<file path="config.mk">
export PLATFORM = sky130hd
export DESIGN_NAME = fetch_unit
export DESIGN_NICKNAME = d
export VERILOG_FILES = /design/src/rtl/riscv_pkg.sv /design/src/rtl/fetch_fifo.sv /design/src/rtl/fetch_unit.sv
export SDC_FILE = /design/constraint.sdc
export NUM_CORES = 1
export LEC_CHECK = 0
export CORE_ASPECT_RATIO = 1.2
export CORE_MARGIN = 1.5
export CORE_UTILIZATION = 58
export CTS_CLUSTER_SIZE = 16
export DETAILED_ROUTE_END_ITERATION = 6
export PLACE_DENSITY = 0.92
export SETUP_SLACK_MARGIN = 0.5
export SLEW_MARGIN = 25
export SYNTH_ARGS = -nofsm -noshare
export SYNTH_HDL_FRONTEND = slang
export SYNTH_SLANG_ARGS = --single-unit
</file>
<file path="constraint.sdc">
create_clock -name clk -period 7.3 [get_ports clk]
set_input_delay 1.095 -clock clk [delete_from_list [all_inputs] [get_ports clk]]
set_output_delay 1.095 -clock clk [all_outputs]
set_load 0.02 [all_outputs]
</file>
<file path="src/rtl/riscv_pkg.sv">
`default_nettype none
// ============================================================================
// riscv_pkg : shared front-end constants and the fetch state encoding
// Rev 1.0
// ============================================================================
package riscv_pkg;

  localparam int XLEN     = 32;
  localparam int OPCODE_W = 7;

  typedef enum logic [1:0] {
    RESET_WAIT = 2'd0,
    RUN        = 2'd1,
    FLUSH      = 2'd2
  } fetch_state_e;

endpackage
`default_nettype wire

</file>
<file path="src/rtl/fetch_fifo.sv">
`default_nettype none
// ============================================================================
// fetch_fifo : small in-order queue with push, pop and a single-cycle flush
// Rev 1.0
// ============================================================================
module fetch_fifo #(
  parameter int WIDTH = 64,
  parameter int DEPTH = 2,
  localparam int PTR_W = (DEPTH > 1) ? $clog2(DEPTH) : 1,
  localparam int CNT_W = $clog2(DEPTH + 1)
) (
  input  logic             clk,
  input  logic             reset_n,
  input  logic             push,
  input  logic [WIDTH-1:0] push_data,
  input  logic             pop,
  input  logic             flush,
  output logic [WIDTH-1:0] head_data,
  output logic             full,
  output logic             empty,
  output logic [CNT_W-1:0] count
);

  logic [WIDTH-1:0] mem_q [DEPTH];
  logic [WIDTH-1:0] mem_d [DEPTH];
  logic [PTR_W-1:0] rd_q, rd_d;
  logic [PTR_W-1:0] wr_q, wr_d;
  logic [CNT_W-1:0] count_q, count_d;
  logic             do_push;
  logic             do_pop;

  function automatic logic [PTR_W-1:0] ptr_inc(input logic [PTR_W-1:0] p);
    return (p == PTR_W'(DEPTH - 1)) ? '0 : p + 1'b1;
  endfunction

  assign empty     = (count_q == '0);
  assign full      = (count_q == CNT_W'(DEPTH));
  assign count     = count_q;
  assign head_data = mem_q[rd_q];

  // A push into a full queue is accepted only when the head leaves in the same cycle.
  always_comb begin
    do_pop  = pop && !empty;
    do_push = push && (!full || do_pop);
    mem_d   = mem_q;
    rd_d    = rd_q;
    wr_d    = wr_q;
    count_d = count_q;
    if (flush) begin
      rd_d    = '0;
      wr_d    = '0;
      count_d = '0;
    end else begin
      if (do_push) begin
        mem_d[wr_q] = push_data;
        wr_d        = ptr_inc(wr_q);
      end
      if (do_pop) begin
        rd_d = ptr_inc(rd_q);
      end
      count_d = count_q + CNT_W'(do_push) - CNT_W'(do_pop);
    end
  end

  always_ff @(posedge clk or negedge reset_n) begin
    if (!reset_n) begin
      for (int i = 0; i < DEPTH; i++) begin
        mem_q[i] <= '0;
      end
      rd_q    <= '0;
      wr_q    <= '0;
      count_q <= '0;
    end else begin
      mem_q   <= mem_d;
      rd_q    <= rd_d;
      wr_q    <= wr_d;
      count_q <= count_d;
    end
  end

endmodule
`default_nettype wire

</file>
<file path="src/rtl/fetch_unit.sv">
`default_nettype none
// ============================================================================
// fetch_unit : credit-limited instruction fetch with redirect flush
// Rev 1.0
// ============================================================================
module fetch_unit
  import riscv_pkg::*;
#(
  parameter logic [XLEN-1:0] RESET_PC = 32'h0000_0000,
  parameter int              DEPTH    = 2
) (
  input  logic                clk,
  input  logic                reset_n,
  output logic                imem_req_valid,
  output logic [XLEN-1:0]     imem_req_addr,
  input  logic                imem_req_ready,
  input  logic                imem_rsp_valid,
  input  logic [XLEN-1:0]     imem_rsp_data,
  input  logic                redirect_valid,
  input  logic [XLEN-1:0]     redirect_pc,
  output logic                instr_valid,
  output logic [XLEN-1:0]     instr,
  output logic [XLEN-1:0]     instr_pc,
  output logic [OPCODE_W-1:0] op,
  input  logic                instr_ready
);

  localparam int CNT_W = $clog2(DEPTH + 1);

  fetch_state_e      state_q, state_d;
  logic [XLEN-1:0]   pc_q, pc_d;
  logic [CNT_W-1:0]  drop_cnt_q, drop_cnt_d;
  logic [CNT_W:0]    drop_sum;
  logic [CNT_W-1:0]  outstanding;
  logic [CNT_W-1:0]  buf_count;
  logic [XLEN-1:0]   rsp_pc;
  logic [2*XLEN-1:0] head;
  logic              pcq_full, pcq_empty;
  logic              buf_full, buf_empty;
  logic              credit_ok;
  logic              accept;
  logic              rsp_keep;
  logic              rsp_drop;
  logic              do_pop;

  // Request pcs wait here until their in-order response returns.
  fetch_fifo #(.WIDTH(XLEN), .DEPTH(DEPTH)) u_pcq (
    .clk       (clk),
    .reset_n   (reset_n),
    .push      (accept),
    .push_data (pc_q),
    .pop       (rsp_keep),
    .flush     (redirect_valid),
    .head_data (rsp_pc),
    .full      (pcq_full),
    .empty     (pcq_empty),
    .count     (outstanding)
  );

  fetch_fifo #(.WIDTH(2*XLEN), .DEPTH(DEPTH)) u_buf (
    .clk       (clk),
    .reset_n   (reset_n),
    .push      (rsp_keep),
    .push_data ({rsp_pc, imem_rsp_data}),
    .pop       (do_pop),
    .flush     (redirect_valid),
    .head_data (head),
    .full      (buf_full),
    .empty     (buf_empty),
    .count     (buf_count)
  );

  // Never issue more than the buffer can absorb, counting requests still in flight.
  assign credit_ok = !pcq_full && !buf_full &&
                     ((CNT_W+1)'(outstanding) + (CNT_W+1)'(buf_count) < (CNT_W+1)'(DEPTH));

  assign accept   = imem_req_valid && imem_req_ready;
  assign rsp_drop = imem_rsp_valid && (drop_cnt_q != '0);
  assign rsp_keep = imem_rsp_valid && (drop_cnt_q == '0) && !pcq_empty && !redirect_valid;
  assign do_pop   = instr_valid && instr_ready && !redirect_valid;

  always_comb begin
    pc_d       = pc_q;
    drop_cnt_d = drop_cnt_q;
    drop_sum   = {1'b0, drop_cnt_q} + {1'b0, outstanding};
    if (redirect_valid) begin
      pc_d = {redirect_pc[XLEN-1:2], 2'b00};
      if (imem_rsp_valid && (drop_sum != '0)) begin
        drop_sum = drop_sum - 1'b1;
      end
      drop_cnt_d = drop_sum[CNT_W-1:0];
    end else begin
      if (accept) begin
        pc_d = pc_q + 32'd4;
      end
      if (rsp_drop) begin
        drop_cnt_d = drop_cnt_q - 1'b1;
      end
    end
  end

  always_ff @(posedge clk or negedge reset_n) begin
    if (!reset_n) begin
      pc_q       <= RESET_PC;
      drop_cnt_q <= '0;
    end else begin
      pc_q       <= pc_d;
      drop_cnt_q <= drop_cnt_d;
    end
  end

  always_ff @(posedge clk or negedge reset_n) begin
    if (!reset_n) begin
      state_q <= RESET_WAIT;
    end else begin
      state_q <= state_d;
    end
  end

  // FLUSH is left as soon as no dropped response remains, even under a fresh redirect.
  always_comb begin
    state_d = state_q;
    case (state_q)
      RESET_WAIT: state_d = RUN;
      RUN:        if (redirect_valid && (drop_cnt_d != '0)) state_d = FLUSH;
      FLUSH:      if (drop_cnt_d == '0) state_d = RUN;
      default:    state_d = RESET_WAIT;
    endcase
  end

  always_comb begin
    imem_req_valid = (state_q == RUN) && !redirect_valid && credit_ok;
    imem_req_addr  = pc_q;
  end

  assign instr_valid = !buf_empty;
  assign instr       = buf_empty ? '0 : head[XLEN-1:0];
  assign instr_pc    = buf_empty ? '0 : head[2*XLEN-1:XLEN];
  assign op          = instr[OPCODE_W-1:0];

endmodule
`default_nettype wire

</file>
==> run metrics <==
worst setup path class flip-flop to primary output; initial core utilization 58.81%; count leader, synth dfrtp_1; flop2flop setup slack 3.72 ns; Longest Clk Path Bufs 3; Die ar. 19120 µm²; gp weighted congestion 0.8776; VDD IR max 0.1763 mV; met3 Use GR 3.568%; vias in the first global route 7750; Top Usage Layer GRT met2; 1st-pass router iterations 4; WP depth 7; number of synthesized register bits 226; crit-path max FO 4; first-pass GRT wire length 39120 µm; Pwr Density 318.2 nW/µm²; Detail Route Antenna Nets 0; DR WL/cell 18.64 µm; Post-synth EDFFs 0; CTS tree built; area grow syn2layout 24.38%; Final Hold Viols 0; f_max 246.0 MHz; Avg Cell Area, Syn 11.29 µm²; Critical Path RT 6.20 ns; Post-Syn Area 10610 µm²; r2r endpoint u_pcq.mem_q[18]; path depth of the worst reg2reg path 7; Placed Area 12370 µm²; Tmin final 4.065 ns; Leakage 5.589 nW; met2 Usage GRT 45.41%; Synth Flop Type dfrtp_1; pin count of the biggest net entering global routing 152; layout cells sized above 1 17.24%; hold crit path type flip-flop to flip-flop; area fraction of the dominant cell type after synthesis 53.31%; worst-skew pair later-pin latency 0.50 ns; Crit path top cell by count nor2_1; CP startpoint u_buf.count[0]; crit share post-route 55.68%; CORE AREA 18040 µm²; final instance area 13200 µm²; M1 GR Usage 33.00%; DR vias/cell 5.847; Crit. End Element primary output; critical path startpoint category flip-flop; Tightest Pin Transition 0.8182 ns; Horiz. Die Dim 126.5 µm; DR iter-0 viols 429; number of buffers created by CTS 23; H-Tree Depth 1; CP delay by family, top simple AND/OR/NAND/NOR gates; row count 54; Buf/Inv on CP 2; All-Layer GR Usage 25.70%; max_slew headroom 45.33%; hpwl dp 15220 µm; DRC 0; Post-CTS Setup Bufs 0; Synth warnings 0; cts hold-fix bufs 0; Die H 151.2 µm; post-synthesis sequential area ratio 53.31%; post-CTS resize count 0; # diodes 0; Port-buffer cells 168; initial antenna violation count 0; clock root cell clkbuf_16; Setup Skew 0.008566 ns; RSZ-0062 raised after global routing no; crit path cell chain inv_1 -> nor2_1 -> fa_1 -> nor4b_4 -> nand3_1 -> nor2_1 -> clkdlybuf4s50_1; CP arrival 2.97 ns; status finished clean; final setup fails 0; grt ovf 0; CP endpoint imem_req_valid; max-cap check violation count 0; post-synthesis async set-or-reset flop share 100.0%; Post-Route WL 24610 µm; via count 7718; worst r2r src u_buf.count[0]; Slowest-stage cell, CP clkdlybuf4s50_1; Max stage delay on crit path 0.61 ns; Setup Total Neg Slack 0 ns; Post-Synthesis Cells 940; Clock Pin Slew Worst Setup and Hold Paths 0.07 ns; synth top area cells dfrtp_1, mux2_2, mux2i_1; Ports 175; most instantiated cells after synthesis dfrtp_1, nor2_1, mux2_2; max-slew violations 0; Synth cell types 56; top cell type by total area after synthesis dfrtp_1; Num Clock Sinks 226; nets@finish 1160
## layout make-up
cell class,count,area (µm²)
sequential,226,5659
inverter,16,60.06
timing repair buffer,179,1800
multi-input combinational,634,4598
clock inverter,10,131.4
fill,1176,4845
clock buffer,31,665.6
tap,224,280.3
## where the power goes
part | total [mW] | switching, mW | internal, mW
combinational | 1.09 | 0.537 | 0.554
clock | 1.23 | 0.484 | 0.746
sequential | 1.88 | 0.253 | 1.62
total | 4.20 | 1.27 | 2.92
## flip-flops by register name, summed over array words and instances, names as in the netlist
signal / flops
state_q: 2
u_pcq.count: 2
u_buf.rd_q: 1
u_pcq.mem_q: 60
u_pcq.wr_q: 1
u_buf.count: 2
drop_cnt_q: 2
u_buf.mem_q: 124
imem_req_addr: 30
u_buf.wr_q: 1
u_pcq.rd_q: 1
## worst min-delay path by stage
stage,start,to,slack (ns),cells past startpoint
after floorplan,u_pcq.mem_q[40],u_pcq.mem_q[40],0.45,2
final,u_pcq.mem_q[52],u_pcq.mem_q[52],0.50,1
after global placement,u_pcq.mem_q[49],u_pcq.mem_q[49],0.46,2
after global routing,u_pcq.mem_q[51],u_pcq.mem_q[51],0.52,1
after detailed placement,u_pcq.mem_q[57],u_pcq.mem_q[57],0.47,2
after CTS,u_pcq.mem_q[59],u_pcq.mem_q[59],0.51,1
## worst register-to-register path, cell delays in order (launching register included)
cell     delay [ns]
dfrtp_1        0.47
inv_1          0.11
nor2_1         0.16
fa_1           0.47
nor4b_4        0.39
and4_1         0.61
and3_2         0.83
mux2_2         0.44
## through the flow
step                setup slack (ns)  total power [mW]  util, %  cells  hold WS [ns]
floorplan                      4.019             2.589        -    943        0.4492
global placement               3.446             2.863    68.44   1277        0.4597
detailed placement             3.274             2.944    68.55   1278        0.4745
CTS                            3.216             4.210    72.97   1319        0.5067
global route                   3.097             4.416    73.14   1320        0.5201
finish                         3.235             4.199    73.14   1320        0.5028
## layer usage
metal	vias to the layer above	share of wire (%)
met5	-	0
met4	0	2.4
met3	52	5.1
met2	290	51
met1	3854	42
li1	3522	-
## logic make-up (layout without fill, tap and decap cells)
| logic type | count (synthesis) | count (layout) | share of synthesized area, % |
|---|---|---|---|
| multiplexers | 218 | 218 | 22.01 |
| XOR/XNOR | 31 | 31 | 2.559 |
| buffers and inverters | 83 | 236 | 3.621 |
| AND/OR/NAND/NOR | 265 | 265 | 11.73 |
| other | 1 | 4 | 0.03535 |
| AO/OA/AOI/OAI | 106 | 106 | 5.414 |
| adder cells (fa/ha/maj) | 10 | 10 | 1.321 |
| flip-flops | 226 | 226 | 53.31 |
## layout by cell type, fill, tap and decap left out, drive strengths merged, types with 8 or more instances in the layout
master	count
inv	16
buf	13
nand3	13
a21oi	63
nor2	141
ha	8
xor2	12
clkbuf	31
dfrtp	226
nand2	46
o21ai	29
nor3	9
mux2	122
mux2i	96
xnor2	19
clkdlybuf4s50	166
nor4	8
nand4	11
No activity file was read; power rests on OpenSTA's default activity.
